<file path="config.mk">
export PLATFORM = sky130hd
export DESIGN_NAME = enc_input_buffer
export DESIGN_NICKNAME = d
export VERILOG_FILES = /design/src/rtl/enc_input_buffer_pkg.sv /design/src/rtl/enc_ibf_mem.sv /design/src/rtl/enc_input_buffer.sv
export SDC_FILE = /design/constraint.sdc
export NUM_CORES = 1
export LEC_CHECK = 0
export CAP_MARGIN = 40
export CORE_MARGIN = 4
export CORE_UTILIZATION = 30
export CTS_BUF_LIST = sky130_fd_sc_hd__clkbuf_8
export CTS_CLUSTER_DIAMETER = 40
export DETAILED_ROUTE_END_ITERATION = 12
export PLACE_DENSITY = 0.57
export SETUP_SLACK_MARGIN = 0.05
export SLEW_MARGIN = 0
export SYNTH_ARGS = -nofsm -noshare
export SYNTH_HDL_FRONTEND = slang
export SYNTH_SLANG_ARGS = --single-unit
</file>
<file path="constraint.sdc">
create_clock -name clk -period 15.9 [get_ports clk]
set_input_delay 2.385 -clock clk [delete_from_list [all_inputs] [get_ports clk]]
set_output_delay 2.385 -clock clk [all_outputs]
set_load 0.05 [all_outputs]
</file>
<file path="src/rtl/enc_input_buffer_pkg.sv">
// Shared encoder constants and types for the RS encoder input buffer.
//
// Contents:
//   ENC_SYM, RSC_SYM_WID      word geometry (symbols per word, bits per symbol)
//   ENC_IBF_DEP, ENC_IBF_PRI  FIFO depth (power of two, >= 2) and priming fill level
//   ENC_DATA_W                word width in bits
//   IBF_PTR_W, IBF_LVL_W      pointer and level widths
//   ibf_phase_e               buffer state: idle, priming, running
package enc_input_buffer_pkg;

  localparam int RSC_SYM_WID = 8;
  localparam int ENC_SYM     = 16;
  localparam int ENC_IBF_DEP = 8;
  localparam int ENC_IBF_PRI = 4;

  localparam int ENC_DATA_W = ENC_SYM * RSC_SYM_WID;
  localparam int IBF_PTR_W  = $clog2(ENC_IBF_DEP);
  localparam int IBF_LVL_W  = $clog2(ENC_IBF_DEP + 1);

  typedef enum logic [1:0] {
    IBF_IDL = 2'd0,
    IBF_PRI = 2'd1,
    IBF_RUN = 2'd2
  } ibf_phase_e;

endpackage

</file>
<file path="src/rtl/enc_ibf_mem.sv">
// Word storage for the encoder input buffer.
//
// Simple dual-port array, ENC_IBF_DEP words of ENC_DATA_W bits:
//   clk      in   write clock
//   we_i     in   write enable
//   waddr_i  in   write address
//   wdata_i  in   write data
//   raddr_i  in   read address (asynchronous read)
//   rdata_o  out  word at raddr_i
// The contents are deliberately not reset.
module enc_ibf_mem
  import enc_input_buffer_pkg::*;
(
  input  logic                  clk,
  input  logic                  we_i,
  input  logic [IBF_PTR_W-1:0]  waddr_i,
  input  logic [ENC_DATA_W-1:0] wdata_i,
  input  logic [IBF_PTR_W-1:0]  raddr_i,
  output logic [ENC_DATA_W-1:0] rdata_o
);

  logic [ENC_DATA_W-1:0] mem_q [ENC_IBF_DEP];

  always_ff @(posedge clk) begin
    if (we_i) begin
      mem_q[waddr_i] <= wdata_i;
    end
  end

  assign rdata_o = mem_q[raddr_i];

endmodule

</file>
<file path="src/rtl/enc_input_buffer.sv">
// Input buffer in front of the RS encoder core.
//
// Accepts message words over a valid/ready stream, holds them in a circular
// FIFO and presents the head word (show-ahead) to the encoder core, which
// pops on every cycle it is not stalled once the buffer has been primed.
//
// Ports:
//   clk, rst_n    clock, synchronous active-low reset
//   in_data       message word, symbol 0 in the LSBs
//   in_valid      in_data valid
//   in_ready      buffer can accept a word this cycle
//   flush         drop stored data and return to idle
//   con_stall     core does not consume this cycle
//   enc_data      head word, zero when nothing valid is presented
//   enc_valid     enc_data holds real data
//   ibf_phase     current state (idle / priming / running)
//   ibf_level     stored word count
//   err_underrun  sticky flag: core popped while empty
//   err_clear     clears err_underrun
//
// Handshake: a word transfers on a cycle where in_valid and in_ready are both
// high. in_ready depends only on registered state and flush, never on
// in_valid, and a pop does not free a slot for a push in the same cycle.
module enc_input_buffer
  import enc_input_buffer_pkg::*;
(
  input  logic                  clk,
  input  logic                  rst_n,
  input  logic [ENC_DATA_W-1:0] in_data,
  input  logic                  in_valid,
  output logic                  in_ready,
  input  logic                  flush,
  input  logic                  con_stall,
  output logic [ENC_DATA_W-1:0] enc_data,
  output logic                  enc_valid,
  output ibf_phase_e            ibf_phase,
  output logic [IBF_LVL_W-1:0]  ibf_level,
  output logic                  err_underrun,
  input  logic                  err_clear
);

  localparam logic [IBF_LVL_W-1:0] DEP_L = IBF_LVL_W'(ENC_IBF_DEP);
  localparam logic [IBF_LVL_W-1:0] PRI_L = IBF_LVL_W'(ENC_IBF_PRI);
  localparam logic [IBF_LVL_W-1:0] ONE_L = IBF_LVL_W'(1);
  localparam logic [IBF_PTR_W-1:0] PONE  = IBF_PTR_W'(1);

  ibf_phase_e             phase_q;
  logic [IBF_PTR_W-1:0]   wr_ptr_q;
  logic [IBF_PTR_W-1:0]   rd_ptr_q;
  logic [IBF_LVL_W-1:0]   level_q;
  logic [IBF_LVL_W-1:0]   level_d;
  logic                   err_q;

  logic                   push;
  logic                   pop_req;
  logic                   pop;
  logic                   underrun;
  logic                   not_empty;
  logic [ENC_DATA_W-1:0]  head_word;

  assign not_empty = (level_q != '0);
  assign in_ready  = (level_q < DEP_L) & ~flush;
  assign push      = in_valid & in_ready;
  assign pop_req   = (phase_q == IBF_RUN) & ~con_stall;
  assign pop       = pop_req & not_empty;
  // An empty pop hands the core a zero word; pointers and level stay put.
  assign underrun  = pop_req & ~not_empty;

  always_comb begin
    level_d = level_q;
    case ({push, pop})
      2'b10:   level_d = level_q + ONE_L;
      2'b01:   level_d = level_q - ONE_L;
      default: level_d = level_q;
    endcase
  end

  // Single state process: flush overrides every update except the error flag,
  // which only reset or err_clear can lower.
  always_ff @(posedge clk) begin
    if (!rst_n) begin
      phase_q  <= IBF_IDL;
      wr_ptr_q <= '0;
      rd_ptr_q <= '0;
      level_q  <= '0;
      err_q    <= 1'b0;
    end else if (flush) begin
      phase_q  <= IBF_IDL;
      wr_ptr_q <= '0;
      rd_ptr_q <= '0;
      level_q  <= '0;
    end else begin
      level_q <= level_d;
      if (push) wr_ptr_q <= wr_ptr_q + PONE;
      if (pop)  rd_ptr_q <= rd_ptr_q + PONE;

      // Setting wins over clearing so an underrun is never lost.
      if (underrun)       err_q <= 1'b1;
      else if (err_clear) err_q <= 1'b0;

      case (phase_q)
        IBF_IDL: begin
          if (push) phase_q <= (level_d >= PRI_L) ? IBF_RUN : IBF_PRI;
        end
        IBF_PRI: begin
          if (level_d >= PRI_L) phase_q <= IBF_RUN;
        end
        IBF_RUN: begin
          // Left only through flush or reset, keeping codeword alignment.
          phase_q <= IBF_RUN;
        end
        default: phase_q <= IBF_IDL;
      endcase
    end
  end

  enc_ibf_mem u_mem (
    .clk     (clk),
    .we_i    (push),
    .waddr_i (wr_ptr_q),
    .wdata_i (in_data),
    .raddr_i (rd_ptr_q),
    .rdata_o (head_word)
  );

  assign enc_valid    = (phase_q == IBF_RUN) & not_empty;
  assign enc_data     = enc_valid ? head_word : '0;
  assign ibf_phase    = phase_q;
  assign ibf_level    = level_q;
  assign err_underrun = err_q;

endmodule

</file>
# Yosys cells after proc, flatten, opt, wreduce, memory -nomap -nowiden
# Memory sizes are Yosys's and may differ from the RTL's. A register that Yosys moved wholly into a read port is not among the register bits.
# Index checks and enable logic that the tools add are counted.
# word_totals
ram_bits	1024
wordCells	46
inputBits	134
ff_bits	13
output_inout_bits	137
memories	1
# op_classes
n_eq_ne	6
bitwise_logic	10
reduce_logical	6
n_lt_le_gt_ge	2
addsub	4
n_mux	12
# mem_list
memory	words	width	rd	rd_ports_with_merged_regs	write_ports	line	text
u_mem.mem_q	8	128	1	1	1	enc_ibf_mem.sv:22	logic [ENC_DATA_W-1:0] mem_q [ENC_IBF_DEP];
# op_table
cell	count
$mux W128	1
$pmux W4 S2	1
$add A3 B1 Y3 const B	2
$and A1 B1 Y1	6
$mux W2	3
$mux W3	2
$pmux W2 S3	1
$add A4 B1 Y4 const B	1
$eq A2 B1 Y1 const B	2
$eq A2 B2 Y1 const B	2
$ge A4 B3 Y1 const B	1
$lt A4 B4 Y1 const B	1
$mux W1	4
$ne A2 B2 Y1 const B	2
$not A1 Y1	4
$reduce_and A2 Y1	2
$reduce_bool A4 Y1	1
$sub A4 B1 Y4 const B	1
$logic_not A2 Y1	1
$reduce_bool A2 Y1	1
$reduce_or A2 Y1	1

# Longest topological paths before layout
# depth
depth_word	9
mapped_depth	14
ltp_nobuf	13

# Hierarchy
# A second synthesis with hierarchy kept.
# unflattened
cells_unflattened	1733
hier_area_um2	40694.0
# by_module_without_submodules
module	instances	cells_each	area_per_inst_um2	seq_area_each_um2
enc_ibf_mem	1	1492	38992.4	30749.5
enc_input_buffer	1	241	1701.6	260.2

# Worst setup path before layout
# Ideal clock, no wire load.
# synth_timing
path_type	input to register
from	in in_valid
to	mem u_mem.mem_q[0][0] in the netlist's numbering (enable)
arrival_ns	15.071
required_time_ns	14.971
setup_slack_ns	-0.100
cell_stages	4
path_cell_list	nor3b_4 -> inv_4 -> dlymetal6s2s_1 -> nor4_1
# synth_between
elab_chain_cells	3
# synth_lines
item	line	text
start, declared	enc_input_buffer.sv:30	input logic in_valid,
$and A1 B1 Y1	enc_input_buffer.sv:63	assign push = in_valid & in_ready;
$mux W1	enc_ibf_mem.sv:25	if (we_i) begin
$mux W1 (implied by the code)	enc_ibf_mem.sv:26	mem_q[waddr_i] <= wdata_i;
end, declared	enc_ibf_mem.sv:22	
# No other way between the ends.

==> summary.txt <==
Synth
  • Syn. warnings: 0
  • Dominant cells by area after synthesis: edfxtp_1, mux4_2, mux2i_1, nor2_1, dfxtp_1
  • Synth Cell Area: 0.0397 sq mm
  • Syn Nets: 1,881
  • Synth area leader: edfxtp_1
  • Post-synth EDFFs: 1,024
  • Ys async rst share: 0%
  • Sequential share of the synthesized area: 78.3%
  • Share of the synthesized area in the top cell type: 77.5%
  • Top FF cell, synth: edfxtp_1
  • Mean area per synthesized cell: 22.8 sq um
  • Post-Syn Instances: 1,739
  • Post-synth cell types: 44
  • Synth Register Bits: 1,040

Worst hold path
  • Hold Path Class: flop to flop

Timing
  • Worst slew pin tran: 1.03 ns
  • Final Cycle Share: 45.4%
  • Min setup slack post-route: 8.68 ns
  • Final hold vios: 0
  • Fmax: 0.138 GHz
  • Fin crit period: 7.22 ns
  • Skew final: 0.0264 ns
  • Setup TNS: 0 ns
  • Max-slew violation count: 0
  • Setup violators final: 0
  • RSZ-0062 raised after global routing: no
  • Max_slew headroom: 31.3%

Detailed routing
  • Vias/cell: 4.62
  • DRC: 0
  • Final wirelength: 91.7 mm
  • ANT nets after route: 0
  • Drt pass-1 iters: 8
  • Via Count: 18.7k
  • Initial DRC Count: 1,081
  • Routed len/inst: 22.7 microns

Floorplanning
  • Chip width: 372 microns
  • IO Count: 271
  • Core ar.: 0.131 sq mm
  • Chip height: 372 microns
  • Row count: 133
  • Initial core utilization: 30.2%
  • Die Footprint: 0.138 sq mm

Placed design
  • Post-DP HPWL: 49.7 mm
  • GP Congestion: 0.698
  • PortBufs: 270
  • Inst Count DP: 3,723
  • Dpl ws: 9.46 ns

CTS
  • Post_cts resized: 0
  • Clock buffer depth: 3
  • Clk_lat worst skew: 0.86 ns
  • Root buf cell: clkbuf_8
  • CTS Buf Count: 179
  • Cts hold-fix bufs: 0
  • Reg clk slew, reported paths: 0.06 ns
  • CTS tree: done
  • Htree depth: 4
  • Setup Buffers After CTS: 0
  • CTS Sinks: 1,040

Pwr
  • Leakage: 0.0146 uW
  • Pwr Density: 115 mW/mm^2
  • Pwr Total: 5550 uW
  • Clock Power Share: 43.2%
  • Max VDD drop: 0.0895 mV
  • Net load switching power: 1150 uW
  • Sw frac: 20.7%
  • Combinational share of power: 2.0%
  • Internal power: 4400 uW
  • Register share of total power: 54.8%

Final layout
  • Area Overhead vs Synth: 22.0%
  • Most common cell after layout, fill and taps aside: edfxtp_1
  • Layout cells sized above 1: 25.3%
  • Fin cells: 4,046
  • NumNets Final: 2,291
  • # fillers: 12.0k
  • Most frequent cells in the layout: edfxtp_1, clkdlybuf4s50_1, mux4_2, clkbuf_8, nor2_1

Outcome
  • Status: completed

Worst setup path
  • CP Launch Type: flop
  • WP data required: 13.52 ns
  • WP data arrival: 4.84 ns
  • WP buf/inv: 3
  • CP max-delay cell: clkdlybuf4s50_1
  • CP Capture Type: output pin
  • Most used cell, CP: buf_4
  • Critical path's largest stage delay: 0.88 ns
  • Family with the most delay on the worst path: buffers and inverters
  • CP cell instances: buf_4, buf_4, mux4_2, mux2i_1, nor2_1, clkdlybuf4s50_1
  • Worst Path Max Fanout: 55
  • CP Class: flop to output pin

GRT
  • Largest net degree at the start of global routing: 104
  • Vias in the first global route: 20.4k
  • Overflow after GRT: 0
  • Global-route wire length before repair: 133 mm
  • Initial antenna violation count: 10
  • Total GRT Usage: 13.2%

Flow run
  • Max cap viols: 0
## worst paths after layout
check                       startpoint                   endpoint  slack (ns)  cells after the start
max                               flop               enc_data[43]        8.68                      6
min          err_underrun$_SDFFE_PN0P_  err_underrun$_SDFFE_PN0P_        0.51                      2
max reg2reg    ibf_level[0]$_SDFF_PP0_  ibf_phase[0]$_SDFFE_PP0P_       12.28                      9
min reg2reg  err_underrun$_SDFFE_PN0P_  err_underrun$_SDFFE_PN0P_        0.51                      2
## stage by stage
| step | utilization [%] | area, sq um | hold WS, ns |
|---|---|---|---|
| 2_1_floorplan | - | 39700 | 0.472 |
| 3_3_place_gp | 33.9 | 44600 | 0.474 |
| 3_5_place_dp | 34.1 | 44800 | 0.505 |
| 4_1_cts | 36.8 | 48400 | 0.514 |
| 5_1_grt | 36.8 | 48400 | 0.534 |
| 6_report | 36.8 | 48400 | 0.506 |
## per-layer routing
layer | part of all wire [%] | GRT usage (%) | vias up | routed length, microns
li1 | - | - | 8121 | -
met1 | 41 | 16.2 | 9933 | 37800
met2 | 51 | 22.5 | 461 | 47000
met3 | 5.3 | 3.63 | 154 | 4900
met4 | 2.1 | 4.32 | 8 | 1910
met5 | 0.060 | 0 | - | 55
## kinds of logic after synthesis
logic type,after synthesis,synth area share [%]
adders and majority gates,8,0.252
DFF,1040,78.3
and+or+nand+nor,185,2.03
buffers and inverters,97,0.988
xor gates and xnor gates,7,0.155
AOI/OAI and AO/OA,16,0.407
muxes,386,17.8
## cells in the mapped netlist (3+ instances only)
cell type,count
ha_1,8
nand2b_1,5
nor2_1,143
buf_2,7
or3_1,3
edfxtp_1,1024
dfxtp_1,16
xnor2_1,4
nor4_1,3
mux4_2,256
nand2_1,10
clkbuf_1,49
inv_1,6
buf_1,32
nor3_1,4
xor2_1,3
a21oi_1,4
mux2i_1,130
## power by group through the flow
stage / Combinational, uW / Sequential [uW] / Clock [uW]
floorplan: 35.4 / 3100 / 0
global placement: 108 / 3090 / 0
detailed placement: 115 / 3090 / 0
CTS: 115 / 3040 / 2490
global route: 123 / 3040 / 2610
finish: 113 / 3040 / 2400
## sequential cells by signal, summed over array words and instances, names as in the netlist, named ones only
name          cells
err_underrun      1
ibf_level         4
ibf_phase         2
rd_ptr_q          3
u_mem.mem_q    1024
wr_ptr_q          3
## area by class of cell
cell class                      instances  area (sq um)  share of cell area, %
Timing Repair Buffer                  319          3250                   6.72
Antenna cell                            3          7.51                 0.0155
Sequential cell                      1040         31100                   64.2
Clock buffer                          180          2480                   5.12
Inverter                                7          28.8                 0.0595
Clock inverter                        140          1090                   2.26
Multi-Input combinational cell        602          8260                   17.1
Tap cell                             1755          2200                   4.54
## tightest hold or removal path, delay by kind of cell, from the launching register on
kind / cells / cell delay [ns]
AO/OA/AOI/OAI: 2 / 0.15
flip-flops: 1 / 0.31
Power figures use the tool's default switching activity.
